<file path="config.mk">
export PLATFORM = sky130hd
export DESIGN_NAME = regfile_wr_arbiter
export DESIGN_NICKNAME = d
export VERILOG_FILES = /design/src/rtl/regfile_wr_arbiter.sv
export SDC_FILE = /design/constraint.sdc
export NUM_CORES = 1
export LEC_CHECK = 0
export ABC_AREA = 1
export BUFFER_PORTS_ARGS = -buffer_cell sky130_fd_sc_hd__buf_2
export CAP_MARGIN = 20
export CELL_PAD_IN_SITES_DETAIL_PLACEMENT = 0
export CELL_PAD_IN_SITES_GLOBAL_PLACEMENT = 1
export CORE_MARGIN = 3
export CORE_UTILIZATION = 34
export CTS_CLUSTER_DIAMETER = 100
export DETAILED_ROUTE_END_ITERATION = 10
export GPL_TIMING_DRIVEN = 0
export PLACE_DENSITY = 0.95
export SLEW_MARGIN = 20
export SYNTH_ARGS = -nofsm -noshare
export SYNTH_HDL_FRONTEND = slang
export SYNTH_SLANG_ARGS = --single-unit
</file>
<file path="constraint.sdc">
create_clock -name clk -period 6.11 [get_ports clk]
set_clock_uncertainty 0.2 [all_clocks]
set_input_delay 1.222 -clock clk [delete_from_list [all_inputs] [get_ports clk]]
set_output_delay 1.222 -clock clk [all_outputs]
set_load 0.01 [all_outputs]
</file>
<file path="src/rtl/regfile_wr_arbiter.sv">
// Write-port sequencer for the register file: zero-sweeps all registers after reset
// or on clear_req, then shares the single write port round-robin among NREQ requesters.
module regfile_wr_arbiter #(
  parameter int DATA_W   = 32,
  parameter int NUM_REGS = 16,
  parameter int ADDR_W   = 4,
  parameter int NREQ     = 3
) (
  input  logic                     clk,
  input  logic                     rst_n,
  input  logic                     clear_req,
  input  logic [NREQ-1:0]          req_valid,
  input  logic [NREQ*ADDR_W-1:0]   req_addr,
  input  logic [NREQ*DATA_W-1:0]   req_data,
  output logic [NREQ-1:0]          req_ready,
  output logic [NUM_REGS-1:0]      rf_we,
  output logic [ADDR_W-1:0]        rf_waddr,
  output logic [DATA_W-1:0]        rf_wdata,
  output logic                     clear_done,
  output logic                     busy
);

  localparam int PTR_W = (NREQ > 1) ? $clog2(NREQ) : 1;
  localparam logic [NUM_REGS-1:0] WE_ONE  = {{(NUM_REGS-1){1'b0}}, 1'b1};
  localparam logic [NREQ-1:0]     RDY_ONE = {{(NREQ-1){1'b0}}, 1'b1};

  typedef enum logic [0:0] {
    CLEAR = 1'b0,
    ARB   = 1'b1
  } state_t;

  state_t              state_r;
  state_t              state_nxt_s;
  logic [ADDR_W-1:0]   clr_cnt_r;
  logic [PTR_W-1:0]    rr_ptr_r;
  logic [PTR_W-1:0]    grant_idx_s;
  logic [PTR_W-1:0]    scan_idx_s;
  logic                grant_any_s;
  logic                xfer_s;
  logic                clr_last_s;
  logic [ADDR_W-1:0]   sel_addr_s;
  logic [DATA_W-1:0]   sel_data_s;

  assign clr_last_s = (clr_cnt_r == ADDR_W'(NUM_REGS - 1));
  assign clear_done = (state_r == ARB);
  assign busy       = (state_r == CLEAR) || (|rf_we);

  // Round-robin winner: scan downward so the requester closest to rr_ptr is kept last.
  always_comb begin
    grant_idx_s = '0;
    grant_any_s = 1'b0;
    scan_idx_s  = '0;
    for (int k = NREQ - 1; k >= 0; k--) begin
      scan_idx_s = PTR_W'((int'(rr_ptr_r) + k) % NREQ);
      if (req_valid[scan_idx_s]) begin
        grant_idx_s = scan_idx_s;
        grant_any_s = 1'b1;
      end else begin
        grant_idx_s = grant_idx_s;
      end
    end
    sel_addr_s = req_addr[grant_idx_s*ADDR_W +: ADDR_W];
    sel_data_s = req_data[grant_idx_s*DATA_W +: DATA_W];
  end

  // Grant generation; clear_req and reset both suppress any grant.
  always_comb begin
    req_ready = '0;
    xfer_s    = 1'b0;
    if (rst_n && (state_r == ARB) && !clear_req && grant_any_s) begin
      req_ready = RDY_ONE << grant_idx_s;
      xfer_s    = 1'b1;
    end else begin
      req_ready = '0;
      xfer_s    = 1'b0;
    end
  end

  // Next-state logic.
  always_comb begin
    state_nxt_s = state_r;
    case (state_r)
      CLEAR: begin
        if (clr_last_s) state_nxt_s = ARB;
        else            state_nxt_s = CLEAR;
      end
      ARB: begin
        if (clear_req) state_nxt_s = CLEAR;
        else           state_nxt_s = ARB;
      end
      default: state_nxt_s = CLEAR;
    endcase
  end

  // State register.
  always_ff @(posedge clk) begin
    if (!rst_n) state_r <= CLEAR;
    else        state_r <= state_nxt_s;
  end

  // Write-port registers, sweep counter and round-robin pointer.
  always_ff @(posedge clk) begin
    if (!rst_n) begin
      rf_we     <= '0;
      rf_waddr  <= '0;
      rf_wdata  <= '0;
      clr_cnt_r <= '0;
      rr_ptr_r  <= '0;
    end else begin
      case (state_r)
        CLEAR: begin
          rf_we     <= WE_ONE << clr_cnt_r;
          rf_waddr  <= clr_cnt_r;
          rf_wdata  <= '0;
          clr_cnt_r <= clr_last_s ? '0 : clr_cnt_r + ADDR_W'(1);
        end
        ARB: begin
          clr_cnt_r <= '0;
          if (xfer_s) begin
            rf_we    <= WE_ONE << sel_addr_s;
            rf_waddr <= sel_addr_s;
            rf_wdata <= sel_data_s;
            rr_ptr_r <= (grant_idx_s == PTR_W'(NREQ - 1)) ? '0 : grant_idx_s + PTR_W'(1);
          end else begin
            rf_we    <= '0;
          end
        end
        default: begin
          rf_we     <= '0;
          clr_cnt_r <= '0;
        end
      endcase
    end
  end

endmodule
</file>
==> flow_summary_export.csv <==
group,metric,value,unit
timing,worst_slew_pin_slew,0.690,ns
timing,timing.final.crit_share,0.691,
place,hpwlAfterDp,9.11,mm
timing,hold_slack,0.295,ns
place,post-place-ws,1.86,ns
floorplan,die_y,105,um
timing,hold_viol,0,
yosys,syn-num-nets,561,
yosys,yosys_warnings,0,
clocking,clock_path_buffers,2,
yosys,synthArstFlopShare,0,
yosys,synth_fa_ha_area_frac,0.0337,
setup_path,r2r_end,"rf_wdata[26]",
place,gp_congestion,0.871,
clocking,clkTransAtPathRegs,0.07,ns
setup_path,end_kind,"output pin",
layout,fin_cells,753,
detailed_routing,drc,0,
yosys,ys_types,34,
global_routing,grt_usage,0.206,
setup_path,r2r_slack,3.38,ns
worst_hold_path,worstHoldPathCells,2,
yosys,syn_avg_cell_area,7.62,um2
setup_path,cp-startpoint,"rst_n",
yosys,syn_inst,438,
timing,fmax,0.237,GHz
layout,finalInstanceArea,4540,um2
place,dp.cells,737,
detailed_routing,num_vias,3859,
floorplan,start_util,0.356,
global_routing,antenna_found_initial,0,
place,place_area,4350,um2
power_and_ir_drop,p_leak,2.09,nW
clocking,cts-root-buf,"clkbuf_8",
clocking,cts_sinks,59,
setup_path,critPathKind,"in -> out",
floorplan,boundaryPins,171,
timing,finalSetupViolations,0,
yosys,synth-simple-area-share,0.315,
clocking,post_cts_buffers,0,
timing,rsz0062_at_grt,"false",
clocking,ctsResizeCount,0,
yosys,yosys_most_used_dff,"dfxtp_1",
setup_path,crit_fanout,10,
setup_path,cp-start-kind,"input port",
detailed_routing,drtIter0Drc,319,
worst_hold_path,min_path_type,"reg -> reg",
timing,setup_tns,0,ns
yosys,synth_compound_area_frac,0.223,
layout,finish.utilization,0.485,
detailed_routing,via_per_inst,5.12,
floorplan,num_rows,35,
timing,maxSlewHeadroom,0.540,
layout,drive_gt1_frac,0.394,
setup_path,endpoint,"req_ready[2]",
yosys,seq_area_frac_synth,0.354,
layout,syn2layout_area_growth,36.1,%
clocking,cts_made_buffers,9,
detailed_routing,routed_wl,11.6,mm
yosys,syn_area,3340,um2
yosys,ys_ff_latch,59,
yosys,synth_edf_count,0,
layout,n_fill_cell,988,
global_routing,grt_pass1_wl,18.2,mm
yosys,muxShareOfSynthArea,0,
setup_path,reg2reg_from,"rr_ptr_r[0]",
detailed_routing,drt_pass1_iterations,4,
setup_path,rr_worst_depth,15,
yosys,synth_top_family_by_area,"simple AND/OR/NAND/NOR gates",
detailed_routing,wire_per_inst,15.5,um
place,portBuffers,170,
floorplan,die_x,105,um
timing,fin_ws,1.89,ns
clocking,clock_latency,0.34,ns
clocking,cts_hold_buf,0,
run,maxCapViolations,0,
global_routing,grt_max_degree,11,
clocking,tritoncts,"done",
power_and_ir_drop,p_per_area,195,nW/um2
setup_path,critPathRequiredTime,4.69,ns
layout,diodes,0,
yosys,synthXorXnorAreaFrac,0,
detailed_routing,drtAntennaViolNets,0,
global_routing,grt_pass1_vias,3726,
layout,nets,742,
floorplan,fp.coreArea,9370,um2
timing,maxSlewViolCount,0,
clocking,htreeDepth,3,
floorplan,dieArea,11000,um2
timing,min_period,4.22,ns
global_routing,grt_overflow_total,0,
setup_path,worstPathArrival,2.80,ns
power_and_ir_drop,power.total,0.885,mW
power_and_ir_drop,ir_drop,0.0741,mV
run_status,outcome,"finished clean",
[cell type report]
| type | instances | area [um2] | area share |
|---|---|---|---|
| multi-input cells | 327 | 1910 | 0.420 |
| flip-flops and latches | 59 | 1180 | 0.260 |
| inverters | 29 | 111 | 0.0245 |
| repair buffers | 170 | 851 | 0.187 |
| clock inverters | 5 | 52.6 | 0.0116 |
| well taps | 129 | 161 | 0.0355 |
| clock buffers | 11 | 141 | 0.0311 |
| plain buffers | 23 | 138 | 0.0303 |
[cell usage after synthesis, types with 3 or more instances]
library cell,n,area share
nand2_1,112,0.13
nor2_2,7,0.013
nand3_1,53,0.079
a22oi_1,20,0.045
buf_4,5,0.011
nand4_1,5,0.0094
a31oi_1,5,0.0094
inv_1,20,0.022
ha_1,9,0.034
inv_2,8,0.0090
a22o_1,19,0.050
nand2_2,7,0.013
a21oi_1,37,0.055
dfxtp_1,59,0.35
nor3_1,3,0.0045
buf_6,3,0.010
a41oi_2,7,0.034
nand3_2,7,0.021
clkbuf_1,6,0.0067
a41oi_1,6,0.016
buf_2,8,0.012
nor2_1,15,0.017
[flip-flops by register name, summed over array words and instances (netlist names)]
name / count
rf_waddr: 4
rf_wdata: 32
rr_ptr_r: 2
rf_we: 16
clr_cnt_r: 4
clear_done: 1
[where the power goes]
part	switching (mW)	internal, mW	leakage (nW)	total [mW]
logic	0.0779	0.0590	1.52	0.137
clock network	0.157	0.197	0.0991	0.354
registers	0.00402	0.389	0.477	0.393
total	0.239	0.646	2.09	0.885
[metal layers]
| layer | routed length [um] | up-vias | GRT usage |
|---|---|---|---|
| met5 | 0 | - | 0 |
| met4 | 308 | 0 | 0.0862 |
| met3 | 650 | 21 | 0.0358 |
| met2 | 5710 | 155 | 0.352 |
| met1 | 4980 | 1792 | 0.253 |
| li1 | - | 1891 | - |
[worst min-delay path by stage]
stage                     slack (ns)         start      endpoint
after floorplan                 0.26  clr_cnt_r[0]  clr_cnt_r[0]
after global placement          0.28   rr_ptr_r[0]   rr_ptr_r[0]
after detailed placement        0.29   rr_ptr_r[0]   rr_ptr_r[0]
after CTS                       0.30   rr_ptr_r[0]   rr_ptr_r[0]
after global routing            0.33   rr_ptr_r[0]   rr_ptr_r[0]
final                           0.29   rr_ptr_r[0]   rr_ptr_r[0]
[worst max-delay path, stage by stage]
cell	delay [ns]
buf_2	0.10
inv_2	0.10
nor3_1	0.43
nand2_4	0.19
nor2_2	0.29
buf_2	0.28
buf_2	0.17
[placed cells by master, fill, tap and decap left out, types with 8 or more instances in the layout]
| cell type | netlist | layout |
|---|---|---|
| buf_2 | 8 | 178 |
| nand2_1 | 112 | 112 |
| dfxtp_1 | 59 | 59 |
| nand3_1 | 53 | 53 |
| a21oi_1 | 37 | 37 |
| inv_1 | 20 | 20 |
| a22oi_1 | 20 | 20 |
| a22o_1 | 19 | 19 |
| nor2_1 | 15 | 15 |
| clkbuf_8 | 0 | 10 |
| ha_1 | 9 | 9 |
| inv_2 | 8 | 8 |
[kinds of logic (layout without fill, tap and decap cells)]
logic type | after synthesis | in the layout
buf+inv | 52 | 238
simple gates | 218 | 218
fa+ha+maj | 9 | 9
compound gates | 100 | 100
flops | 59 | 59
No activity file was read; power rests on OpenSTA's default activity.
